File: config.mk
export PLATFORM = sky130hd
export DESIGN_NAME = branch_cmp_pipe
export DESIGN_NICKNAME = d
export VERILOG_FILES = /design/src/rtl/branch_cmp_pipe.sv
export SDC_FILE = /design/constraint.sdc
export NUM_CORES = 1
export LEC_CHECK = 0
export CORE_AREA = 4 4 83 46
export DETAILED_ROUTE_END_ITERATION = 8
export DIE_AREA = 0 0 87 50
export DONT_BUFFER_PORTS = 1
export HOLD_SLACK_MARGIN = 0.02
export SETUP_SLACK_MARGIN = 0.5
export SYNTH_ARGS = -nofsm -noshare
export SYNTH_HDL_FRONTEND = slang
export SYNTH_SLANG_ARGS = --single-unit
File: constraint.sdc
create_clock -name clk -period 3.3 [get_ports clk]
set_clock_uncertainty 0.05 [all_clocks]
set_input_delay 0.165 -clock clk [delete_from_list [all_inputs] [get_ports clk]]
set_output_delay 0.165 -clock clk [all_outputs]
set_load 0.01 [all_outputs]
File: src/rtl/branch_cmp_pipe.sv
// Pipelined branch comparator: ten signed/unsigned conditions, STAGES register
// stages with valid/ready back-pressure and flush. Define CMP_STATS_EN for counters.
module branch_cmp_pipe #(
    parameter int WIDTH  = 32,
    parameter int STAGES = 1,
    parameter int TAG_W  = 5
) (
    input  logic             clk,
    input  logic             reset,
    input  logic             in_valid,
    output logic             in_ready,
    input  logic [3:0]       op,
    input  logic [WIDTH-1:0] a,
    input  logic [WIDTH-1:0] b,
    input  logic [TAG_W-1:0] in_tag,
    input  logic             flush,
    output logic             out_valid,
    input  logic             out_ready,
    output logic             taken,
    output logic [4:0]       flags,
    output logic             illegal,
    output logic [TAG_W-1:0] out_tag
`ifdef CMP_STATS_EN
    ,
    input  logic             stat_clr,
    output logic [15:0]      stat_total,
    output logic [15:0]      stat_taken
`endif
);

    typedef struct packed {
        logic             taken;
        logic [4:0]       flags;
        logic             illegal;
        logic [TAG_W-1:0] tag;
    } res_t;

    logic eq, lt_s, lt_u, a_zero, a_neg;
    res_t res_in;

    always_comb begin
        eq     = (a == b);
        lt_s   = ($signed(a) < $signed(b));
        lt_u   = (a < b);
        a_zero = (a == '0);
        a_neg  = a[WIDTH-1];
        res_in         = '0;
        res_in.flags   = {eq, lt_s, lt_u, a_zero, a_neg};
        res_in.tag     = in_tag;
        case (op)
            4'd0:    res_in.taken = eq;
            4'd1:    res_in.taken = !eq;
            4'd2:    res_in.taken = a_neg || a_zero;
            4'd3:    res_in.taken = !a_neg && !a_zero;
            4'd4:    res_in.taken = a_neg;
            4'd5:    res_in.taken = !a_neg;
            4'd6:    res_in.taken = lt_s;
            4'd7:    res_in.taken = lt_u;
            4'd8:    res_in.taken = !lt_s;
            4'd9:    res_in.taken = !lt_u;
            default: res_in.illegal = 1'b1;
        endcase
    end

    logic [STAGES:1] vld_pipe;
    logic [STAGES:1] rdy;
    res_t [STAGES:1] stg;

    for (genvar i = 1; i <= STAGES; i++) begin : g_stg
        logic up_v;
        res_t up_r;

        if (i == 1) begin : g_first
            assign up_v = in_valid;
            assign up_r = res_in;
        end else begin : g_next
            assign up_v = vld_pipe[i-1];
            assign up_r = stg[i-1];
        end

        // A stage can load when any stage from here to the output has a hole,
        // or the output is draining; equivalent to the rdy chain without a loop.
        assign rdy[i] = out_ready || !(&vld_pipe[STAGES:i]);

        always_ff @(posedge clk or negedge reset) begin
            if (!reset) begin
                vld_pipe[i] <= 1'b0;
                stg[i]      <= '0;
            end else begin
                if (rdy[i])
                    stg[i] <= up_r;
                if (flush)
                    vld_pipe[i] <= 1'b0;
                else if (rdy[i])
                    vld_pipe[i] <= up_v;
            end
        end
    end

    assign in_ready  = rdy[1];
    assign out_valid = vld_pipe[STAGES];
    assign taken     = stg[STAGES].taken;
    assign flags     = stg[STAGES].flags;
    assign illegal   = stg[STAGES].illegal;
    assign out_tag   = stg[STAGES].tag;

`ifdef CMP_STATS_EN
    logic hs;
    assign hs = out_valid && out_ready;

    always_ff @(posedge clk or negedge reset) begin
        if (!reset) begin
            stat_total <= '0;
            stat_taken <= '0;
        end else if (stat_clr) begin
            stat_total <= '0;
            stat_taken <= '0;
        end else if (hs) begin
            if (stat_total != 16'hFFFF)
                stat_total <= stat_total + 16'd1;
            if (taken && stat_taken != 16'hFFFF)
                stat_taken <= stat_taken + 16'd1;
        end
    end
`endif

endmodule

Yosys cells after proc, flatten, opt, wreduce, memory -nomap -nowiden:

Index checks and enable logic that the tools add are counted.
Widths: inputs -> output; s select.

* input port bits: 78
* register bits: 13
* output and inout bits: 14

* eq/ne operators: 10
* multiplexer cells: 4
* reductions and logical operators: 13
* magnitude comparators: 2

Operators by type and width (count)
* $lt 32x32->1: 2
* $eq 32x32->1: 1
* $logic_not 32->1: 1
* $eq 4x3->1 const B: 4
* $pmux 1 s10: 1
* $reduce_or 10->1: 1
* $eq 4x2->1 const B: 2
* $eq 4x4->1 const B: 2
* $logic_not 1->1: 6
* $eq 4x1->1 const B: 1
* $logic_not 4->1: 1
* $mux 1: 3
* $logic_or 1x1->1: 2
* $reduce_bool 2->1: 1
* $logic_and 1x1->1: 1

Logic depth before layout (Yosys ltp):

* depth in word-level cells: 4
* gate-level depth with buffers: 10
* gate-level depth less buffers: 10

Worst setup path after synthesis:

Ideal clock, no wire load.

* path type: input to register
* start point: in b[14]
* end point: reg stg, in the netlist taken
* path slack: 1.194 ns
* data required time: 3.123 ns
* stages: 10
* arrival time: 1.928 ns
* cell sequence: inv_1 > ha_1 > a21oi_1 > nand2_1 > a221o_1 > o31a_4 > nor2_4 > xor2_1 > a311oi_1 > o21ai_1

* word-level cells in the longest chain between the ends: 3
* elaborated cells on any way between the ends: 7

Ends and longest elaborated chain
* start: declaration: line 14 `input logic [WIDTH-1:0] b,`
* $lt 32x32->1, or another cell as far along: line 44 `lt_u = (a < b);`
* $logic_not 1->1, on equally long branches: line 60, 52, 59
* $pmux 1 s10 (*): line 50 `case (op)`
* end signal: indexed assignment: line 91 `stg[i] <= up_r;`
* end: declaration: line 67 `res_t [STAGES:1] stg;`

Mark *: on every way between the ends. The rest lies on a longest branch, timed or not.
A chain may end at the register's enable or synchronous reset.

Worst setup path after layout:

* start point: in b[31]
* end point: reg stg, in the netlist taken

The elaborated chain is that of the path after synthesis.

==> metrics.txt <==
Vias 1345; status completed; crit path launch type input pin; hold_buf cts 8; max-cap viol count 0; via-per-instance ratio ~5.5; sum of negative setup slack 0 ns; Final min period 1.99 ns; design area about 1700 um^2; sw frac 0.299; clock tree buffer depth 2; vias in the first global route 1351; post-CTS setup buffer count 0; worst reg2reg path depth 5; Switch Pwr approximately 0.14 mW; layout overhead on the synthesized area 11.7%; commonest non-fill, non-tap cells in the layout nand2_1, inv_1, ha_1, a21oi_1, dfrtp_1; Hold Crit Depth 2; Final nets 316; Root Driver clkbuf_8; DRC 0; initial antenna violation count 0; pwr dens 274 nW/um^2; pin count of the biggest net entering global routing 16; Post-Syn Instances 194; final wirelength 3.58 mm; Final Setup Violations 0; Slew headroom 0.622; clock share of power 0.294; 1st-iter DRT viols 21; fin util 0.558; Final period util 0.604; Final HPWL DP 3.14 mm; syn nets about 300; CP endpoint kind register; Clock Pin Slew Worst Setup and Hold Paths 0.05 ns; Worst VDD drop 0.333 mV; die width 87 um; Initial Util 0.500; global-route usage over all layers 0.160; post-synth cell types 30; Pleak between 0.8 and 0.9 nW; Placed Area 1550 um^2; Die ar. 4350 um^2; critical path peak fanout 4; post-route ant nets 0; number of buffers added on ports 0; commonest non-fill, non-tap cell in the layout nand2_1; later-pin clock latency in the skew report 0.24 ns; Seq/Total Area, Yosys 0.217; worst endpoint required time 3.37 ns; CTS Sinks 13; first-pass GRT wire length 5.60 mm; Comb pwr share 0.291; Hold WC Path Type in2reg; fraction of layout cells with a size suffix above 1 0.0537; Sequential Power Share 0.414; Final Max Tran Viols 0; P_int 0.321 mW; CTS buffer count 3; ANT cells 0; Hold Violations, Final 0; Pre-Repair DR Iteration Count 4; die height 50 um; syn avg cell area 7.72 um^2; Ys Warns 0; num ports 92; htree depth 1; gpl congestion 0.775; synthesized flop and latch total 13; GR Overflow Total 0; Setup CP Type in2reg; floorplan row count 14; Core Box Area 3000 um^2; Max Fclk 501 MHz; measured slew at the worst slew-check pin 0.565 ns; routed length per instance between 10 and 15 um; crit path DAT 2.06 ns; post-CTS sizing 0; Post-Syn Area 1500 um^2; RSZ-0062 raised after global routing no; TritonCTS clock tree yes
-- final cells by class --
cell class | count | area [um^2]
flip-flops and latches | 13 | 325
clock buffers | 4 | 45.0
well taps | 40 | 50.0
fillers | 291 | 1320
multi-input cells | 144 | 1030
repair buffers | 9 | 87.6
inverters | 35 | 131
-- synthesized netlist by cell type --
cell type	number	area, um^2
o21ai_0	7	35.0
nand2_1	36	135
nor4_1	8	50.1
a41oi_1	1	8.76
a221o_1	2	20.0
o21ai_1	2	10.0
a21o_1	2	15.0
xor2_1	4	35.0
o211ai_1	1	7.51
nor3b_1	1	7.51
nor2_4	1	11.3
and2_4	1	8.76
nand4_1	7	43.8
a21oi_1	13	65.1
nor2_1	8	30.0
and4_1	2	17.5
o31a_4	1	17.5
clkbuf_1	2	7.51
a311oi_1	1	8.76
dfrtp_1	13	325
nand3_1	4	20.0
ha_1	32	400
nor4_2	1	12.5
a21boi_2	1	11.3
inv_1	35	131
nor3_2	2	20.0
o32ai_1	1	8.76
and2_1	1	6.26
a221oi_1	1	8.76
nor2b_1	3	18.8
-- through the flow --
stage	setup slack [ns]	total power [mW]	hold slack, ns	std cells
2_1_floorplan	1.19	0.291	-0.181	194
3_3_place_gp	1.08	0.313	-0.180	233
3_5_place_dp	1.06	0.317	-0.180	233
4_1_cts	1.31	0.466	0.0210	245
5_1_grt	1.08	0.496	0.0528	245
6_report	1.31	0.458	0.0184	245
-- metal layers --
layer | vias to the layer above | part of all wire | track usage
li1 | 691 | - | -
met1 | 596 | 0.41 | 0.185
met2 | 54 | 0.46 | 0.267
met3 | 4 | 0.12 | 0.0582
met4 | 0 | 0.014 | 0.0622
met5 | - | 0 | 0
-- cells by family after synthesis --
logic type                 synth area share
and+or+nand+nor                       0.255
buffers and inverters                0.0927
AOI/OAI and AO/OA                     0.145
adders and majority gates             0.267
DFF                                   0.217
xor gates and xnor gates             0.0234
-- registers in the layout (all words and copies together), names as in the netlist --
signal	cells
flags	5
illegal	1
out_tag	5
out_valid	1
taken	1
-- path summary, 6_finish.rpt --
path,from,to,slack [ns]
min reg2reg,flags[1],flags[1],0.49
min,in_valid,out_valid,0.02
min in group asynchronous,reset,out_valid,0.31
max,b[31],taken,1.31
max reg2reg,out_valid,flags[3],1.92
max in group asynchronous,reset,out_tag[1],2.52
-- critical path, stage by stage --
cell	delay, ns
inv_1	0.03
ha_1	0.33
and4_1	0.24
nand4_1	0.16
nor3_2	0.33
o31a_4	0.23
nor2_4	0.05
xor2_1	0.16
a311oi_1	0.27
o21ai_1	0.10
-- power by group through the flow --
| stage | Sequential [mW] | Clock [mW] | Combinational [mW] |
|---|---|---|---|
| after CTS | 0.190 | 0.140 | 0.136 |
| after detailed placement | 0.193 | 0 | 0.124 |
| final | 0.190 | 0.135 | 0.134 |
| after global routing | 0.192 | 0.146 | 0.158 |
| after global placement | 0.193 | 0 | 0.121 |
| after floorplan | 0.190 | 0 | 0.101 |
Power figures use the tool's default switching activity.
